File: config.mk
export PLATFORM = sky130hd
export DESIGN_NAME = axis_dot_mac
export DESIGN_NICKNAME = d
export VERILOG_FILES = /design/src/rtl/axis_dot_mac.sv
export SDC_FILE = /design/constraint.sdc
export NUM_CORES = 2
export LEC_CHECK = 0
export ABC_AREA = 0
export BUFFER_PORTS_ARGS = -buffer_cell sky130_fd_sc_hd__buf_2
export CORE_ASPECT_RATIO = 2
export CORE_UTILIZATION = 38
export CTS_CLUSTER_DIAMETER = 150
export CTS_CLUSTER_SIZE = 16
export DETAILED_ROUTE_END_ITERATION = 10
export GPL_TIMING_DRIVEN = 0
export PLACE_DENSITY_LB_ADDON = 0.12
export RECOVER_POWER = 50
export SETUP_SLACK_MARGIN = 0.3
export SLEW_MARGIN = 20
export SYNTH_ARGS = -nofsm -noshare
export SYNTH_HDL_FRONTEND = slang
export SYNTH_SLANG_ARGS = --single-unit
File: constraint.sdc
create_clock -name clock -period 7 [get_ports clock]
set_input_delay 0.35 -clock clock [delete_from_list [all_inputs] [get_ports clock]]
set_output_delay 0.35 -clock clock [all_outputs]
set_load 0.03 [all_outputs]
File: src/rtl/axis_dot_mac.sv
// Streaming fixed-point dot-product MAC: LANES products per beat, summed and accumulated per frame.
// Define MAC_SAT_EN to clamp out-of-range results and flag them on m_ovf; otherwise results wrap.
module axis_dot_mac #(
   parameter int LANES    = 4,
   parameter int INT_A    = 6,
   parameter int FRAC_A   = 8,
   parameter int INT_B    = 6,
   parameter int FRAC_B   = 8,
   parameter int GUARD    = 8,
   parameter int OUT_INT  = 12,
   parameter int OUT_FRAC = 16
) (
   input  logic                                 clock,
   input  logic                                 rstn,
   input  logic [LANES*(INT_A+FRAC_A)-1:0]      s_a,
   input  logic [LANES*(INT_B+FRAC_B)-1:0]      s_b,
   input  logic                                 s_valid,
   input  logic                                 s_last,
   output logic                                 s_ready,
   output logic [OUT_INT+OUT_FRAC-1:0]          m_data,
   output logic                                 m_valid,
   output logic                                 m_last,
   input  logic                                 m_ready,
   output logic [15:0]                          m_count,
   output logic                                 m_ovf
);
   localparam int WA   = INT_A + FRAC_A;
   localparam int WB   = INT_B + FRAC_B;
   localparam int PI   = INT_A + INT_B;
   localparam int PF   = FRAC_A + FRAC_B;
   localparam int WP   = PI + PF;
   localparam int LG   = $clog2(LANES);
   localparam int WACC = PI + PF + LG + GUARD;
   localparam int WO   = OUT_INT + OUT_FRAC;
   localparam int WC   = (OUT_FRAC < PF) ? WACC + 1 : WACC + OUT_FRAC - PF;

   typedef enum logic {IDLE, ACC} state_t;
   state_t state_reg, state_next;

   logic                   stall, accept;
   logic signed [WP-1:0]   prod_next [LANES];
   logic signed [WP-1:0]   prod_reg  [LANES];
   logic                   p1_valid_reg, p1_last_reg;
   logic signed [WACC-1:0] acc_reg, lane_sum, total;
   logic [15:0]            cnt_reg, cnt_inc;
   logic signed [WC-1:0]   conv;
   logic [WO-1:0]          fit_data, m_data_reg;
   logic [15:0]            m_count_reg;
   logic                   m_valid_reg;

   // A result that has not been taken freezes the whole datapath.
   assign stall   = m_valid_reg && !m_ready;
   assign s_ready = !rstn && !stall;
   assign accept  = s_valid && s_ready;

   generate
      for (genvar gi = 0; gi < LANES; gi++) begin : g_lane
         assign prod_next[gi] = $signed(s_a[gi*WA +: WA]) * $signed(s_b[gi*WB +: WB]);
      end
   endgenerate

   always_comb begin
      lane_sum = '0;
      for (int i = 0; i < LANES; i++) begin
         lane_sum = lane_sum + WACC'(prod_reg[i]);
      end
   end

   assign total   = acc_reg + lane_sum;
   assign cnt_inc = (cnt_reg == 16'hFFFF) ? cnt_reg : cnt_reg + 16'd1;

   generate
      if (OUT_FRAC < PF) begin : g_round
         localparam int SH = PF - OUT_FRAC;
         localparam int WE = WACC + 1;
         localparam logic signed [WACC:0] HALF = WE'(1) <<< (SH - 1);
         logic signed [WACC:0] ext;
         // One extra bit so adding the half-LSB can never overflow.
         assign ext  = {total[WACC-1], total};
         assign conv = (ext + HALF) >>> SH;
      end else begin : g_shift
         localparam int SH = OUT_FRAC - PF;
         assign conv = WC'(total) <<< SH;
      end
   endgenerate

`ifdef MAC_SAT_EN
   logic fit_ovf;
`endif

   generate
      if (WC > WO) begin : g_fit
`ifdef MAC_SAT_EN
         logic fits;
         assign fits     = (&conv[WC-1:WO-1]) || !(|conv[WC-1:WO-1]);
         assign fit_data = fits ? conv[WO-1:0] : {conv[WC-1], {(WO-1){!conv[WC-1]}}};
         assign fit_ovf  = !fits;
`else
         logic unused_hi;
         assign unused_hi = ^conv[WC-1:WO];
         assign fit_data  = conv[WO-1:0];
`endif
      end else begin : g_ext
         assign fit_data = WO'(conv);
`ifdef MAC_SAT_EN
         assign fit_ovf  = 1'b0;
`endif
      end
   endgenerate

   always_ff @(posedge clock) begin
      if (rstn) begin
         state_reg <= IDLE;
      end else begin
         state_reg <= state_next;
      end
   end

   always_comb begin
      state_next = state_reg;
      if (accept) begin
         state_next = s_last ? IDLE : ACC;
      end
   end

   always_ff @(posedge clock) begin
      if (rstn) begin
         p1_valid_reg <= 1'b0;
         p1_last_reg  <= 1'b0;
         acc_reg      <= '0;
         cnt_reg      <= '0;
         m_valid_reg  <= 1'b0;
         m_data_reg   <= '0;
         m_count_reg  <= '0;
         for (int i = 0; i < LANES; i++) begin
            prod_reg[i] <= '0;
         end
      end else if (!stall) begin
         p1_valid_reg <= accept;
         p1_last_reg  <= accept && s_last;
         if (accept) begin
            for (int i = 0; i < LANES; i++) begin
               prod_reg[i] <= prod_next[i];
            end
         end
         m_valid_reg <= 1'b0;
         // Closing beat: publish the result and restart the frame on the same edge.
         if (p1_valid_reg) begin
            if (p1_last_reg) begin
               acc_reg     <= '0;
               cnt_reg     <= '0;
               m_valid_reg <= 1'b1;
               m_data_reg  <= fit_data;
               m_count_reg <= cnt_inc;
            end else begin
               acc_reg <= total;
               cnt_reg <= cnt_inc;
            end
         end
      end
   end

`ifdef MAC_SAT_EN
   logic m_ovf_reg;
   always_ff @(posedge clock) begin
      if (rstn) begin
         m_ovf_reg <= 1'b0;
      end else if (!stall && p1_valid_reg && p1_last_reg) begin
         m_ovf_reg <= fit_ovf;
      end
   end
   assign m_ovf = m_ovf_reg;
`else
   assign m_ovf = 1'b0;
`endif

   assign m_data  = m_data_reg;
   assign m_valid = m_valid_reg;
   assign m_last  = m_valid_reg;
   assign m_count = m_count_reg;
endmodule

==> results.md <==
Outcome:
- The flow ran to the end, but the final reports show violations.
- The final reports fail on design-rule violations, max-capacitance violations, max-slew violations.

Setup path:
- The worst register-to-register path ends at prod_reg[2][20].
- The largest fanout on the critical path is 10.
- The kind of start point of the critical path is an input port.
- For the worst setup path, the data required time is 7.28 ns.
- The critical path is of the input port to flop type.
- In this design, the critical path's most frequently occurring cell is sky130_fd_sc_hd__fa_1.
- The critical path capture point type is a flop.
- Across all register-to-register paths, the minimum setup slack is 1.60 ns.
- The critical path goes through buf_2, clkbuf_2, and2_1, fa_1, inv_1, fa_1, inv_1, fa_1, fa_1, fa_1, inv_1, fa_1, inv_1, ha_1, a21oi_1, a21boi_0, o21ai_0, nand4_1, a21boi_1, o21bai_1, a21boi_1, mux2i_2.
- The worst reg-to-reg path cell count is 7.
- The biggest cell delay along the critical path is about 0.6 ns.
- The arrival time of data at the critical path endpoint is roughly 6.8 ns.
- Tracing the worst setup path back leads to its startpoint at s_a[3].
- The slowest stage of the critical path belongs to the cell sky130_fd_sc_hd__fa_1.
- In this run the critical register-to-register path is launched from m_last.

Final layout:
- Counting the fill cells in the layout gives 10,831.
- After routing the design area is 43,800 um2.
- The final core utilization is approximately 40%.
- The share of cells above drive strength 1 is 4.488%.
- The final layout net count is 5,788.
- The register with the most flip-flops in the layout has 112 of them.
- The area growth from synthesis to layout is 7.268%.

Yosys:
- In this run, synthesis inferred around 110 flip-flops with an integrated enable.
- The sequential-to-total area share from yosys stat is between 10% and 20%.
- The mux cell area share after synthesis is 0.2941%.
- When the netlist entered floorplanning its net count stood at 5,605.
- The dominant combinational cell family by area after synthesis is adder cells.
- The synthesized netlist devotes under 10% of its cell area to XOR and XNOR gates.
- The proportion of register bits with asynchronous set or reset after synthesis is 0%.
- The complex-gate fraction of the synthesized area is ~6.5%.
- A synthesized cell averages roughly 9.4 um2.
- The commonest register cell after synthesis is sky130_fd_sc_hd__edfxtp_1.
- In this run, synthesis produced a sequential element count of about 200.
- The number of instances in the synthesized netlist is 4,331.
- The netlist uses 79 different library cells.
- The adder-cell share of the synthesized area is 51.26%.
- The number of warnings printed during yosys synthesis is 0.
- Summing every instance area after synthesis gives 40,840 um2.
- The simple-gate share of the synthesized area is 15.87%.

STA:
- On the final layout, the worst hold slack is 0.1196 ns.
- The count of endpoints failing setup in the final report is 0.
- For this run, the top clock speed supported by timing is about 150 MHz.
- The hold violation count in the final report came to 0.
- The final-report max-slew violation count is 89.
- The worst-case clock skew is approximately 0.022 ns.
- After layout, the minimum clock period comes to 6.488 ns.
- The max-slew headroom at the worst pin is -83.07%.
- Setup repair after global routing could not meet its margin everywhere.
- At the pin with the least slew margin, the transition time is 2.746 ns.
- The final period utilization is 92.69%.

Drt:
- Dividing the detail-routed via count by the number of cells gives 4.999.
- The detail route stage leaves a number of antenna-violating nets equal to 0.
- The iteration count of the initial detailed-routing pass is 9.
- Dividing the detail-routed wire length by the instance count gives ~21 um.
- The total routed wirelength is 120.9 mm.
- The final route contains around 30,000 vias.
- The detailed router finished its first iteration with 1,108 violations.
- In the routed design, unresolved DRC markers number 30.

Floorplan:
- The total area inside the core boundary comes to 106,400 um2.
- The top-level port count is 165.
- The floorplan step defined a die boundary enclosing about 110,000 um2.
- The initial utilization of the core area, before any placement, comes to 38.39%.
- The floorplan has 169 rows.
- In this run the horizontal extent of the chip is 233.8 um.
- The die outline height is 465.6 um.

Clocking:
- The number of H-tree branching levels is 1.
- The TritonCTS clock tree is yes.
- The total of hold buffers inserted after clock tree synthesis is 0.
- Clock tree synthesis inserted a total of 16 buffers.
- The clock net in this run drives a total of 203 sinks.
- The root buffer selected by CTS is sky130_fd_sc_hd__clkbuf_16.
- The post-CTS setup repair buffer count is 0.
- After clock tree synthesis, the clock-pin slew on the worst setup and hold paths is 0.08 ns.
- The maximum clock path buffer count is 3.
- The clock latency on the worst-skew pair is 0.51 ns.

Global route:
- The total overflow reported by the global router is 0.
- The first global-routing pass estimated 188.2 mm of wire.
- The overall fraction of global-route tracks in use is 23.02%.
- The initial antenna violation count was 3.
- Entering global routing, the biggest net connects 53 pins.
- The number of global-route vias before repair came to 33,276.

Worst hold path:
- The instance count along the most critical hold path is 3.
- For hold timing, the worst endpoint is p1_valid_reg.
- The startpoint identified for the worst hold timing path is s_valid.
- The worst hold path belongs to the class input port to flop.

Run:
- The tool flagged a number of max-cap violations equal to 2.

Placement:
- During placement, the flow inserted port buffers numbering 163.
- The standard cell area after detailed placement is 43,420 um2.
- At the end of routability-driven placement, the weighted congestion stood at 0.8793.
- Detailed placement finished with a half-perimeter wire length of approximately 110 mm.
-- metal layers --
metal	global-route usage, %	vias to the layer above	part of all wire, %
met4	9.927	2	5.3
met2	46.73	516	58
met5	0	-	0.011
met1	23.08	15155	34
met3	1.800	228	2.5
li1	-	13566	-
-- layout make-up --
type / count / area, um2 / share of cell area (%)
flip-flops and latches: 203 / 5185 / 11.84
diodes: 4 / 10.01 / 0.02285
clock inverters: 1 / 6.256 / 0.01428
repair buffers: 165 / 759.5 / 1.734
inverters: 922 / 3465 / 7.909
multi-input cells: 3035 / 31460 / 71.82
well taps: 1368 / 1712 / 3.907
plain buffers: 171 / 749.5 / 1.711
clock buffers: 26 / 459.2 / 1.048
-- repair_timing --
item | in CTS | in global routing
pin swaps | 0 | 0
resized for setup | 9 | 72
setup endpoints to repair | 6 | 14
-- Yosys cell counts, types with 20 or more instances --
cell                       count  area, um2
sky130_fd_sc_hd__inv_1       920       3453
sky130_fd_sc_hd__edfxtp_1    112       3363
sky130_fd_sc_hd__nand2_1     425       1595
sky130_fd_sc_hd__o21ai_0      84      420.4
sky130_fd_sc_hd__xor2_1       43      376.6
sky130_fd_sc_hd__nand2b_1     24      150.1
sky130_fd_sc_hd__and2_1      437       2734
sky130_fd_sc_hd__a21o_1       30      225.2
sky130_fd_sc_hd__a21oi_1     134      670.6
sky130_fd_sc_hd__xnor2_1     103      902.1
sky130_fd_sc_hd__nand3_1      45      225.2
sky130_fd_sc_hd__ha_1        297       3716
sky130_fd_sc_hd__a31oi_1      20      125.1
sky130_fd_sc_hd__nor3_1       50      250.2
sky130_fd_sc_hd__fa_1        860      17220
sky130_fd_sc_hd__a211oi_1     23      172.7
sky130_fd_sc_hd__clkbuf_1    149      559.3
sky130_fd_sc_hd__nor2_1      227      852.1
sky130_fd_sc_hd__dfxtp_1      91       1822
-- cell usage in the layout, fill, tap and decap left out, types with 91 or more instances in the layout --
cell type | Yosys | final
sky130_fd_sc_hd__inv_1 | 920 | 920
sky130_fd_sc_hd__fa_1 | 860 | 857
sky130_fd_sc_hd__nor2_1 | 227 | 227
sky130_fd_sc_hd__xnor2_1 | 103 | 103
sky130_fd_sc_hd__a21oi_1 | 134 | 134
sky130_fd_sc_hd__edfxtp_1 | 112 | 112
sky130_fd_sc_hd__clkbuf_1 | 149 | 178
sky130_fd_sc_hd__ha_1 | 297 | 297
sky130_fd_sc_hd__nand2_1 | 425 | 425
sky130_fd_sc_hd__dfxtp_1 | 91 | 91
sky130_fd_sc_hd__and2_1 | 437 | 429
sky130_fd_sc_hd__buf_2 | 3 | 115
-- how the worst max path moves through the flow --
| stage | to | slack, ns | depth (start not counted) |
|---|---|---|---|
| floorplan | prod_reg[2][27] | 0.87 | 21 |
| global route | prod_reg[3][26] | 0.15 | 21 |
| detailed placement | prod_reg[2][25] | -0.64 | 22 |
| finish | prod_reg[0][27] | 0.51 | 22 |
| global placement | prod_reg[2][25] | -0.57 | 22 |
| CTS | prod_reg[2][25] | 0.29 | 22 |
-- cell families after synthesis --
logic type,after synthesis
xor+xnor,146
mux,12
compound gates,418
other cells,1
flops,203
fa+ha+maj,1157
buf+inv,1093
simple gates,1301
-- critical path, delay by kind of cell --
family	cells	cell delay (ns)
muxes	1	0.40
and+or+nand+nor	2	0.53
AOI/OAI and AO/OA	6	1.35
adders and majority gates	7	3.47
buffers and inverters	6	0.64
-- through the flow --
stage          setup slack (ns)  instances  setup TNS (ns)
5_1_grt                  0.1544       5892               0
2_1_floorplan            0.8659       4331               0
4_1_cts                  0.2912       5891               0
3_5_place_dp            -0.6420       5864          -2.889
6_report                 0.5115       5895               0
3_3_place_gp            -0.5733       5862          -9.442
Power is left out: the tool's default activity adds up to more than one toggle a clock period on the data nets, which glitch-free logic cannot reach.
